File: config.mk
export PLATFORM = sky130hd
export DESIGN_NAME = axil_mem_slave_flat
export DESIGN_NICKNAME = d
export VERILOG_FILES = /design/src/rtl/axil_mem_slave_if.sv /design/src/rtl/axil_mem_slave.sv /design/src/flat_wrapper.sv
export SDC_FILE = /design/constraint.sdc
export NUM_CORES = 1
export LEC_CHECK = 0
export CORE_MARGIN = 2
export CORE_UTILIZATION = 50
export DETAILED_ROUTE_END_ITERATION = 16
export PLACE_DENSITY_LB_ADDON = 0.1
export SETUP_SLACK_MARGIN = 0.05
export SYNTH_ARGS = -nofsm -noshare
export SYNTH_HDL_FRONTEND = slang
export SYNTH_SLANG_ARGS = --single-unit
File: constraint.sdc
create_clock -name s0_axi_aclk -period 2.4 [get_ports s0_axi_aclk]
set_input_delay 0.48 -clock s0_axi_aclk [delete_from_list [all_inputs] [get_ports s0_axi_aclk]]
set_output_delay 0.48 -clock s0_axi_aclk [all_outputs]
set_load 0.02 [all_outputs]
File: src/rtl/axil_mem_slave_if.sv
// AXI-Lite bus bundle for axil_mem_slave: write address/data/response and
// read address/data channels, with slave and master views.
interface axil_mem_slave_if #(
    parameter int unsigned DATA_WIDTH = 32,
    parameter int unsigned ADDR_WIDTH = 8
);
    logic [ADDR_WIDTH-1:0]   awaddr;
    logic                    awvalid;
    logic                    awready;
    logic [DATA_WIDTH-1:0]   wdata;
    logic [DATA_WIDTH/8-1:0] wstrb;
    logic                    wvalid;
    logic                    wready;
    logic [1:0]              bresp;
    logic                    bvalid;
    logic                    bready;
    logic [ADDR_WIDTH-1:0]   araddr;
    logic                    arvalid;
    logic                    arready;
    logic [DATA_WIDTH-1:0]   rdata;
    logic [1:0]              rresp;
    logic                    rvalid;
    logic                    rready;

    modport slave (
        input  awaddr, awvalid, wdata, wstrb, wvalid, bready, araddr, arvalid, rready,
        output awready, wready, bresp, bvalid, arready, rdata, rresp, rvalid
    );

    modport master (
        output awaddr, awvalid, wdata, wstrb, wvalid, bready, araddr, arvalid, rready,
        input  awready, wready, bresp, bvalid, arready, rdata, rresp, rvalid
    );
endinterface

File: src/rtl/axil_mem_slave.sv
// AXI-Lite slave backed by a DEPTH-word memory. The write path latches AW and
// W independently and commits once both are held; the read path answers with
// one cycle of latency. Out-of-range word indices return SLVERR.
module axil_mem_slave #(
    parameter int unsigned DATA_WIDTH = 32,
    parameter int unsigned ADDR_WIDTH = 8,
    parameter int unsigned DEPTH      = 32
) (
    input  logic            s0_axi_aclk,
    input  logic            s0_axi_aresetn,
    axil_mem_slave_if.slave s0_axi
);
    localparam int unsigned STRB_W = DATA_WIDTH / 8;
    localparam int unsigned LSB    = $clog2(STRB_W);
    localparam int unsigned IDX_W  = ADDR_WIDTH - LSB;
    localparam int unsigned MEM_AW = (DEPTH > 1) ? $clog2(DEPTH) : 1;
    localparam logic [IDX_W:0] DEPTH_LIM = (IDX_W + 1)'(DEPTH);
    localparam logic [1:0] RESP_OKAY   = 2'b00;
    localparam logic [1:0] RESP_SLVERR = 2'b10;

    typedef enum logic {W_IDLE, W_RESP} w_state_t;
    typedef enum logic {R_IDLE, R_DATA} r_state_t;

    logic [DATA_WIDTH-1:0] mem [DEPTH];

    // readies stay low during reset and rise on the first edge after release
    logic ready_en;

    w_state_t            w_state, w_state_nxt;
    logic                aw_held, w_held;
    logic [IDX_W-1:0]    aw_idx_q;
    logic [DATA_WIDTH-1:0] w_data_q;
    logic [STRB_W-1:0]   w_strb_q;
    logic [1:0]          bresp_q;
    logic                aw_fire, w_fire, w_commit;
    logic [IDX_W-1:0]    cm_idx;
    logic [DATA_WIDTH-1:0] cm_data;
    logic [STRB_W-1:0]   cm_strb;
    logic                cm_in_range;

    r_state_t            r_state, r_state_nxt;
    logic                ar_fire;
    logic [IDX_W-1:0]    ar_idx;
    logic                ar_in_range;
    logic [DATA_WIDTH-1:0] rdata_q;
    logic [1:0]          rresp_q;

    assign s0_axi.awready = ready_en && (w_state == W_IDLE) && !aw_held;
    assign s0_axi.wready  = ready_en && (w_state == W_IDLE) && !w_held;
    assign s0_axi.bvalid  = (w_state == W_RESP);
    assign s0_axi.bresp   = bresp_q;
    assign s0_axi.arready = ready_en && (r_state == R_IDLE);
    assign s0_axi.rvalid  = (r_state == R_DATA);
    assign s0_axi.rdata   = rdata_q;
    assign s0_axi.rresp   = rresp_q;

    assign ar_idx      = s0_axi.araddr[ADDR_WIDTH-1:LSB];
    assign ar_in_range = {1'b0, ar_idx} < DEPTH_LIM;

    // Ready enable: set on every clocked edge out of reset.
    always_ff @(posedge s0_axi_aclk or negedge s0_axi_aresetn) begin
        if (!s0_axi_aresetn) ready_en <= 1'b0;
        else                 ready_en <= 1'b1;
    end

    // Write FSM next state; commit address/data come from this cycle's bus
    // values when the matching channel has not been captured yet.
    always_comb begin
        w_state_nxt = w_state;
        w_commit    = 1'b0;
        aw_fire     = s0_axi.awvalid && s0_axi.awready;
        w_fire      = s0_axi.wvalid && s0_axi.wready;
        cm_idx      = aw_held ? aw_idx_q : s0_axi.awaddr[ADDR_WIDTH-1:LSB];
        cm_data     = w_held ? w_data_q : s0_axi.wdata;
        cm_strb     = w_held ? w_strb_q : s0_axi.wstrb;
        cm_in_range = {1'b0, cm_idx} < DEPTH_LIM;
        case (w_state)
            W_IDLE: begin
                if ((aw_held || aw_fire) && (w_held || w_fire)) begin
                    w_commit    = 1'b1;
                    w_state_nxt = W_RESP;
                end
            end
            W_RESP: begin
                if (s0_axi.bready) w_state_nxt = W_IDLE;
            end
        endcase
    end

    // Write FSM state, channel captures and registered response.
    always_ff @(posedge s0_axi_aclk or negedge s0_axi_aresetn) begin
        if (!s0_axi_aresetn) begin
            w_state  <= W_IDLE;
            aw_held  <= 1'b0;
            w_held   <= 1'b0;
            aw_idx_q <= '0;
            w_data_q <= '0;
            w_strb_q <= '0;
            bresp_q  <= RESP_OKAY;
        end else begin
            w_state <= w_state_nxt;
            if (w_commit) begin
                aw_held <= 1'b0;
                w_held  <= 1'b0;
                bresp_q <= cm_in_range ? RESP_OKAY : RESP_SLVERR;
            end else begin
                if (aw_fire) begin
                    aw_held  <= 1'b1;
                    aw_idx_q <= s0_axi.awaddr[ADDR_WIDTH-1:LSB];
                end
                if (w_fire) begin
                    w_held   <= 1'b1;
                    w_data_q <= s0_axi.wdata;
                    w_strb_q <= s0_axi.wstrb;
                end
            end
        end
    end

    // Byte-masked memory write; storage is intentionally not reset.
    always_ff @(posedge s0_axi_aclk) begin
        if (w_commit && cm_in_range) begin
            for (int unsigned b = 0; b < STRB_W; b++) begin
                if (cm_strb[b]) mem[cm_idx[MEM_AW-1:0]][8*b +: 8] <= cm_data[8*b +: 8];
            end
        end
    end

    // Read FSM next state.
    always_comb begin
        r_state_nxt = r_state;
        ar_fire     = s0_axi.arvalid && s0_axi.arready;
        case (r_state)
            R_IDLE: if (ar_fire) r_state_nxt = R_DATA;
            R_DATA: if (s0_axi.rready) r_state_nxt = R_IDLE;
        endcase
    end

    // Read FSM state and read data register; sampling mem here on the same
    // edge as a write commit yields the pre-write word.
    always_ff @(posedge s0_axi_aclk or negedge s0_axi_aresetn) begin
        if (!s0_axi_aresetn) begin
            r_state <= R_IDLE;
            rdata_q <= '0;
            rresp_q <= RESP_OKAY;
        end else begin
            r_state <= r_state_nxt;
            if (ar_fire) begin
                if (ar_in_range) begin
                    rdata_q <= mem[ar_idx[MEM_AW-1:0]];
                    rresp_q <= RESP_OKAY;
                end else begin
                    rdata_q <= '0;
                    rresp_q <= RESP_SLVERR;
                end
            end
        end
    end
endmodule

File: src/flat_wrapper.sv
// flat-port wrapper written by rule: the top's interface ports become plain ports
module axil_mem_slave_flat 
#(
    parameter int unsigned DATA_WIDTH = 32,
    parameter int unsigned ADDR_WIDTH = 8,
    parameter int unsigned DEPTH      = 32
)
  (s0_axi_aclk, s0_axi_aresetn, s0_axi_awaddr, s0_axi_awvalid, s0_axi_wdata, s0_axi_wstrb, s0_axi_wvalid, s0_axi_bready, s0_axi_araddr, s0_axi_arvalid, s0_axi_rready, s0_axi_awready, s0_axi_wready, s0_axi_bresp, s0_axi_bvalid, s0_axi_arready, s0_axi_rdata, s0_axi_rresp, s0_axi_rvalid);
  axil_mem_slave_if #(.DATA_WIDTH(DATA_WIDTH), .ADDR_WIDTH(ADDR_WIDTH)) s0_axi_i ();
  input  logic s0_axi_aclk;
  input  logic s0_axi_aresetn;
  input wire logic [$bits(s0_axi_i.awaddr)-1:0] s0_axi_awaddr;
  input wire logic [$bits(s0_axi_i.awvalid)-1:0] s0_axi_awvalid;
  input wire logic [$bits(s0_axi_i.wdata)-1:0] s0_axi_wdata;
  input wire logic [$bits(s0_axi_i.wstrb)-1:0] s0_axi_wstrb;
  input wire logic [$bits(s0_axi_i.wvalid)-1:0] s0_axi_wvalid;
  input wire logic [$bits(s0_axi_i.bready)-1:0] s0_axi_bready;
  input wire logic [$bits(s0_axi_i.araddr)-1:0] s0_axi_araddr;
  input wire logic [$bits(s0_axi_i.arvalid)-1:0] s0_axi_arvalid;
  input wire logic [$bits(s0_axi_i.rready)-1:0] s0_axi_rready;
  output wire logic [$bits(s0_axi_i.awready)-1:0] s0_axi_awready;
  output wire logic [$bits(s0_axi_i.wready)-1:0] s0_axi_wready;
  output wire logic [$bits(s0_axi_i.bresp)-1:0] s0_axi_bresp;
  output wire logic [$bits(s0_axi_i.bvalid)-1:0] s0_axi_bvalid;
  output wire logic [$bits(s0_axi_i.arready)-1:0] s0_axi_arready;
  output wire logic [$bits(s0_axi_i.rdata)-1:0] s0_axi_rdata;
  output wire logic [$bits(s0_axi_i.rresp)-1:0] s0_axi_rresp;
  output wire logic [$bits(s0_axi_i.rvalid)-1:0] s0_axi_rvalid;
  assign s0_axi_i.awaddr = s0_axi_awaddr;
  assign s0_axi_i.awvalid = s0_axi_awvalid;
  assign s0_axi_i.wdata = s0_axi_wdata;
  assign s0_axi_i.wstrb = s0_axi_wstrb;
  assign s0_axi_i.wvalid = s0_axi_wvalid;
  assign s0_axi_i.bready = s0_axi_bready;
  assign s0_axi_i.araddr = s0_axi_araddr;
  assign s0_axi_i.arvalid = s0_axi_arvalid;
  assign s0_axi_i.rready = s0_axi_rready;
  assign s0_axi_awready = s0_axi_i.awready;
  assign s0_axi_wready = s0_axi_i.wready;
  assign s0_axi_bresp = s0_axi_i.bresp;
  assign s0_axi_bvalid = s0_axi_i.bvalid;
  assign s0_axi_arready = s0_axi_i.arready;
  assign s0_axi_rdata = s0_axi_i.rdata;
  assign s0_axi_rresp = s0_axi_i.rresp;
  assign s0_axi_rvalid = s0_axi_i.rvalid;
  axil_mem_slave #(.DATA_WIDTH(DATA_WIDTH), .ADDR_WIDTH(ADDR_WIDTH), .DEPTH(DEPTH)) u_core (.s0_axi_aclk(s0_axi_aclk), .s0_axi_aresetn(s0_axi_aresetn), .s0_axi(s0_axi_i));
endmodule
# --- Word-level counts from Yosys, hierarchy flattened ---
# Memories as Yosys holds them, arrays and structs flattened.
# Index checks and enable logic that the tools add are counted.
op_classes:
  mul: 0
  n_div: 0
  n_eq_ne: 0
  n_bitwise: 3
  n_reduce_logical: 17
  n_shift: 0
  n_lt_le_gt_ge: 2
  n_mux: 29
  n_addsub: 0
ops:
  columns: ["op", "count"]
  rows:
  - ["two-way mux 32 bit", 2]
  - ["two-way mux 1 bit", 21]
  - ["< comparator 6 bit, second input constant", 2]
  - ["logical AND 1 bit", 9]
  - ["two-way mux 6 bit", 1]
  - ["two-way mux 2 bit", 2]
  - ["two-way mux 4 bit", 1]
  - ["one-hot mux 1 bit (2 select lines)", 2]
  - ["AND reduction 2 bit", 2]
  - ["nonzero test 2 bit", 2]
  - ["inverter 1 bit", 3]
  - ["zero test 1 bit", 2]
  - ["logical OR 1 bit", 2]
word_totals:
  memories: 1
  ram_bits: 1024
  out_inout_bits: 41
  inputBits: 59
  reg_bits: 83
  latchBits: 0
  elab_cells: 63
  mem_bits_ro: 0
memory_table:
  columns: ["name", "words", "word_bits", "read_ports", "rd_ports_with_merged_regs", "wr", "line", "rtl"]
  rows:
  - ["u_core.mem", 32, 32, 1, 0, 1, "axil_mem_slave.sv:24", "logic [DATA_WIDTH-1:0] mem [DEPTH];"]

# --- Logic depth before layout (Yosys ltp) ---
logic_depth:
  ltp_word: 11
  ltp_mapped: 10
  depth_no_buf: 5

# --- Worst setup path after synthesis ---
# Ideal clock, no wire load.
synth_path:
  path_type: "input port to flip-flop"
  startpoint: "in s0_axi_wvalid"
  endpoint: "mem u_core.mem[22][10], enable pin"
  t_required_ps: 2017
  stages: 6
  arrival_time_ps: 2215
  setup_slack_ps: -199
  setup_ps: 383
  path_buffers: 1
  path_cell_list: "a21oi_1 or3_1 a211oi_4 nand2_1 buf_2 nor3_1"
synth_between:
  elab_chain_cells: 8
synth_lines:
  columns: ["item", "line", "rtl"]
  rows:
  - ["from (decl)", "flat_wrapper.sv:16", "input wire logic [$bits(s0_axi_i.wvalid)-1:0] s0_axi_wvalid;"]
  - ["logical AND 1 bit", "axil_mem_slave.sv:72", "w_fire = s0_axi.wvalid && s0_axi.wready;"]
  - ["logical OR 1 bit", "axil_mem_slave.sv:79", "if ((aw_held || aw_fire) && (w_held || w_fire)) begin"]
  - ["logical AND 1 bit", "axil_mem_slave.sv:79", null]
  - ["two-way mux 1 bit", "axil_mem_slave.sv:79", null]
  - ["two-way mux 1 bit", "axil_mem_slave.sv:77", "case (w_state)"]
  - ["logical AND 1 bit", "axil_mem_slave.sv:122", "if (w_commit && cm_in_range) begin"]
  - ["two-way mux 1 bit", "axil_mem_slave.sv:122", null]
  - ["two-way mux 1 bit (implied by the code)", "axil_mem_slave.sv:124", "if (cm_strb[b]) mem[cm_idx[MEM_AW-1:0]][8*b +: 8] <= cm_data[8*b +: 8];"]
  - ["to (decl)", "axil_mem_slave.sv:24", null]
# Every way passes these cells.

# --- Final worst setup path ---
layout_path:
  startpoint: "reg u_core.aw_held"
  endpoint: "mem u_core.mem[4][30], enable pin"
layout_between:
  elab_chain_cells: 10
  elab_cells_between_ends: 12
  cone_classes: "order compare (1); mux (5); reduce/logical (6)"
layout_lines:
  columns: ["item", "line", "rtl"]
  rows:
  - ["from (decl)", "axil_mem_slave.sv:30", "logic aw_held, w_held;"]
  - ["from (signal assigned)", "axil_mem_slave.sv:94", "aw_held <= 1'b0;"]
  - ["from (signal assigned)", "axil_mem_slave.sv:103", "aw_held <= 1'b0;"]
  - ["from (signal assigned)", "axil_mem_slave.sv:108", "aw_held <= 1'b1;"]
  - ["branches (longest 10 deep; another with < comparator 6 bit)", null, null]
# Several ways; the timed one is not identified.

==> insert_results.sql <==
INSERT INTO impl_metrics (metric_group, metric, value, unit) VALUES
('setup_path', 'crit_required', '2.78', 'ns'),
('sta', 'report.final.hold_viol_count', '0', ''),
('grt', 'grt_total_usage', '0.2580', ''),
('outcome', 'outcome', 'completed', ''),
('grt', 'antenna_found_initial', '4', ''),
('setup_path', 'r2r-start', 'u_core.aw_held', ''),
('clock_tree', 'clkTransAtPathRegs', '0.06', 'ns'),
('die', 'floorplan.die.width', '300.3', 'um'),
('synth', 'synth_edf_count', '1024', ''),
('sta', 'clock-skew-final', '0.01983', 'ns'),
('clock_tree', 'tritoncts_num_sinks', '1105', ''),
('detailed_routing', 'wl_per_cell', '28.82', 'um'),
('cells_and_area', 'area_growth', '22.76', '%'),
('sta', 'setup-tns-final', '0', 'ns'),
('synth', 'seq_area_frac_synth', '0.7464', ''),
('die', 'num_io_pins', '100', ''),
('cells_and_area', 'post_route_cells_drive_above_1_share', '0.3088', ''),
('detailed_routing', 'initialDrtViolationCount', '2558', ''),
('cells_and_area', 'layout.cells.most_common', 'sky130_fd_sc_hd__edfxtp_1', ''),
('sta', 'finalWorstPathRequiredPeriod', '2.363', 'ns'),
('synth', 'number_of_library_cell_types_mapped_by_synthesis', '40', ''),
('cells_and_area', 'layout.cells.most_common_list', 'sky130_fd_sc_hd__edfxtp_1 (1,024), sky130_fd_sc_hd__mux2i_1 (266), sky130_fd_sc_hd__buf_4 (213), sky130_fd_sc_hd__clkbuf_16 (117), sky130_fd_sc_hd__mux2_2 (109)', ''),
('power', 'leakage', '18.74', 'nW'),
('sta', 'final-setup-viol-count', '0', ''),
('detailed_routing', 'drt_pre_antenna_iters', '6', ''),
('synth', 'synth_top_flop_cell', 'sky130_fd_sc_hd__edfxtp_1', ''),
('grt', 'first_global_vias', '24240', ''),
('grt', 'grt_pass1_wl', '166.7', 'mm'),
('clock_tree', 'worstSkewPairLatency', '0.68', 'ns'),
('setup_path', 'timing.critical_path.fanout_max', '16', ''),
('clock_tree', 'clock_tree.htree_level_count', '3', ''),
('setup_path', 'timing.setup.critical_path_class', 'flip-flop to flip-flop', ''),
('die', 'placement_rows', '108', ''),
('detailed_routing', 'antenna_violating_nets_post_route', '0', ''),
('power', 'clock_power_share', '0.374', ''),
('detailed_routing', 'overall_routed_net_length', '115.6', 'mm'),
('setup_path', 'number_of_cells_on_the_worst_reg_to_reg_path', '9', ''),
('synth', 'yosys.area.top_type', 'sky130_fd_sc_hd__edfxtp_1', ''),
('placement', 'routabilityCongestion', '0.8607', ''),
('synth', 'synthesis.area_per_instance', '18.78', 'sq um'),
('sta', 'worst_hold_slack', '0.3297', 'ns'),
('cells_and_area', 'num-nets-final', '2815', ''),
('sta', 'min_period_over_period', '0.9844', ''),
('grt', 'grt_overflow_total', '0', ''),
('power', 'post-layout-total-power', '50.37', 'mW'),
('sta', 'tightest_slew', '1.141', 'ns'),
('die', 'die_area', '0.09021', 'sq mm'),
('sta', 'max_slew_margin', '0.2366', ''),
('die', 'core_area', '0.08689', 'sq mm'),
('sta', 'timing.fmax', '423.3', 'MHz'),
('sta', 'slew_violations', '0', ''),
('die', 'fp.dieH', '300.3', 'um'),
('power', 'worst_ir_drop_vdd', '0.0006913', 'V'),
('clock_tree', 'numCtsBuffers', '112', ''),
('power', 'sw_frac_of_total', '0.2564', ''),
('detailed_routing', 'route.detailed.vias_per_inst', '5.918', ''),
('setup_path', 'critPathCaptureType', 'flip-flop', ''),
('clock_tree', 'cts_tree', 'done', ''),
('die', 'floorplan.initialDensity', '0.5054', ''),
('placement', 'portBuffers', '93', ''),
('setup_path', 'worstSetupStartpointType', 'flip-flop', ''),
('power', 'p_int', '37.45', 'mW'),
('synth', 'yosysWarningCount', '0', ''),
('synth', 'synth-seq-cells', '1105', ''),
('power', 'sequentialPowerShare', '0.467', ''),
('worst_hold_path', 'worst_hold_path_type', 'primary input to asynchronous set/reset pin', ''),
('detailed_routing', 'detailroute.via_count', '23740', ''),
('power', 'total_switching_power', '12.92', 'mW'),
('synth', 'synth_area_leaders', 'sky130_fd_sc_hd__edfxtp_1 (70%), sky130_fd_sc_hd__mux2i_1 (6.1%), sky130_fd_sc_hd__mux4_2 (5.4%), sky130_fd_sc_hd__dfrtp_1 (4.6%), sky130_fd_sc_hd__mux2_2 (2.8%)', ''),
('sta', 'grt_setup_unrepaired', 'yes', ''),
('clock_tree', 'cts.path.max_buffers', '3', '');
## registers in the layout, summed over array words and instances, names as in the netlist
name,flops
u_core.w_strb_q,4
u_core.ready_en,1
u_core.s0_axi.bvalid,1
u_core.aw_idx_q,6
u_core.aw_held,1
u_core.s0_axi.rvalid,1
u_core.s0_axi.bresp,1
u_core.w_held,1
u_core.s0_axi.rdata,32
u_core.s0_axi.rresp,1
u_core.mem,1024
u_core.w_data_q,32
## stage by stage
step | worst slack, ns | area, sq um | std cells | utilization
finish | 0.03745 | 53900 | 4012 | 0.6204
global route | -0.03234 | 53900 | 4011 | 0.6204
CTS | 0.02905 | 53610 | 4007 | 0.6170
detailed placement | -0.6579 | 49510 | 3792 | 0.5698
global placement | -0.5929 | 49510 | 3792 | 0.5698
floorplan | -0.1836 | 44150 | 2339 | -
## power groups by stage
stage	Combinational (mW)	Clock, mW	Sequential [mW]
finish	8.00	18.8	23.5
global placement	7.75	0	23.9
detailed placement	7.87	0	23.9
CTS	7.90	19.1	23.5
global route	8.41	19.9	23.6
floorplan	3.30	0	23.9
## synth_stat cells, types with 3 or more instances
cell type,number
sky130_fd_sc_hd__a211oi_1,24
sky130_fd_sc_hd__a21oi_1,84
sky130_fd_sc_hd__a221oi_1,32
sky130_fd_sc_hd__a22o_1,32
sky130_fd_sc_hd__a22oi_1,72
sky130_fd_sc_hd__a32oi_1,3
sky130_fd_sc_hd__buf_1,8
sky130_fd_sc_hd__buf_2,26
sky130_fd_sc_hd__buf_4,13
sky130_fd_sc_hd__buf_6,27
sky130_fd_sc_hd__buf_8,4
sky130_fd_sc_hd__clkbuf_1,64
sky130_fd_sc_hd__dfrtp_1,81
sky130_fd_sc_hd__edfxtp_1,1024
sky130_fd_sc_hd__inv_1,8
sky130_fd_sc_hd__mux2_2,109
sky130_fd_sc_hd__mux2i_1,266
sky130_fd_sc_hd__mux4_1,22
sky130_fd_sc_hd__mux4_2,106
sky130_fd_sc_hd__nand2_1,70
sky130_fd_sc_hd__nand3_1,17
sky130_fd_sc_hd__nor2_1,124
sky130_fd_sc_hd__nor2b_1,30
sky130_fd_sc_hd__nor3_1,18
sky130_fd_sc_hd__o21ai_0,5
sky130_fd_sc_hd__o41ai_1,24
sky130_fd_sc_hd__or2_2,21
sky130_fd_sc_hd__or3_1,7
## routing by layer
metal | share of wire | routed length (um) | global-route usage | vias up
met5 | 0 | 0 | 0 | -
li1 | - | - | - | 10290
met4 | 0.025 | 2889 | 0.07714 | 0
met1 | 0.42 | 48890 | 0.3685 | 12280
met2 | 0.47 | 54380 | 0.4011 | 1028
met3 | 0.082 | 9454 | 0.05730 | 144
## worst max path at each step
stage,cells past startpoint,endpoint,startpoint
after floorplan,6,u_core.mem[23][0],s0_axi_wvalid
after global placement,10,u_core.mem[24][30],s0_axi_wvalid
after detailed placement,10,u_core.mem[24][30],s0_axi_wvalid
after CTS,5,s0_axi_awready,u_core.s0_axi.bvalid
after global routing,8,u_core.mem[23][31],u_core.ready_en
final,9,u_core.mem[4][30],u_core.aw_held
## worst max-delay path: stages, from the launching register on
cell	delay, ns
sky130_fd_sc_hd__dfrtp_1	0.44
sky130_fd_sc_hd__a21oi_1	0.10
sky130_fd_sc_hd__or3_4	0.37
sky130_fd_sc_hd__a211oi_4	0.26
sky130_fd_sc_hd__buf_12	0.18
sky130_fd_sc_hd__nand2_1	0.08
sky130_fd_sc_hd__buf_6	0.16
sky130_fd_sc_hd__buf_12	0.17
sky130_fd_sc_hd__nor2_1	0.11
sky130_fd_sc_hd__buf_4	0.18
## timing repair
item                                    CTS  global route
hold endpoints to repair                 26             0
cloned                                    0             2
hold buffers                              1             0
resized for setup                        16            64
setup buffers                             0             2
endpoints found under the setup margin  976           667
pin swaps                                 1             4
## logic make-up after synthesis
kind of cell,after synthesis,share of synthesized area
compound gates,284,0.04647
simple gates,292,0.02958
mux,503,0.1561
buf+inv,152,0.02123
other cells,2,0.0001710
flops,1105,0.7464
## layout make-up
| type | count | area (sq um) |
|---|---|---|
| antenna | 1 | 2.502 |
| clock buffer | 137 | 3010 |
| clock inverter | 77 | 1044 |
| fill | 6081 | 32980 |
| inverter | 8 | 30.03 |
| multi-input combinational | 1082 | 10600 |
| sequential | 1105 | 32780 |
| tap | 1155 | 1445 |
| timing repair buffer | 447 | 4996 |
No activity file was read; power rests on OpenSTA's default activity.
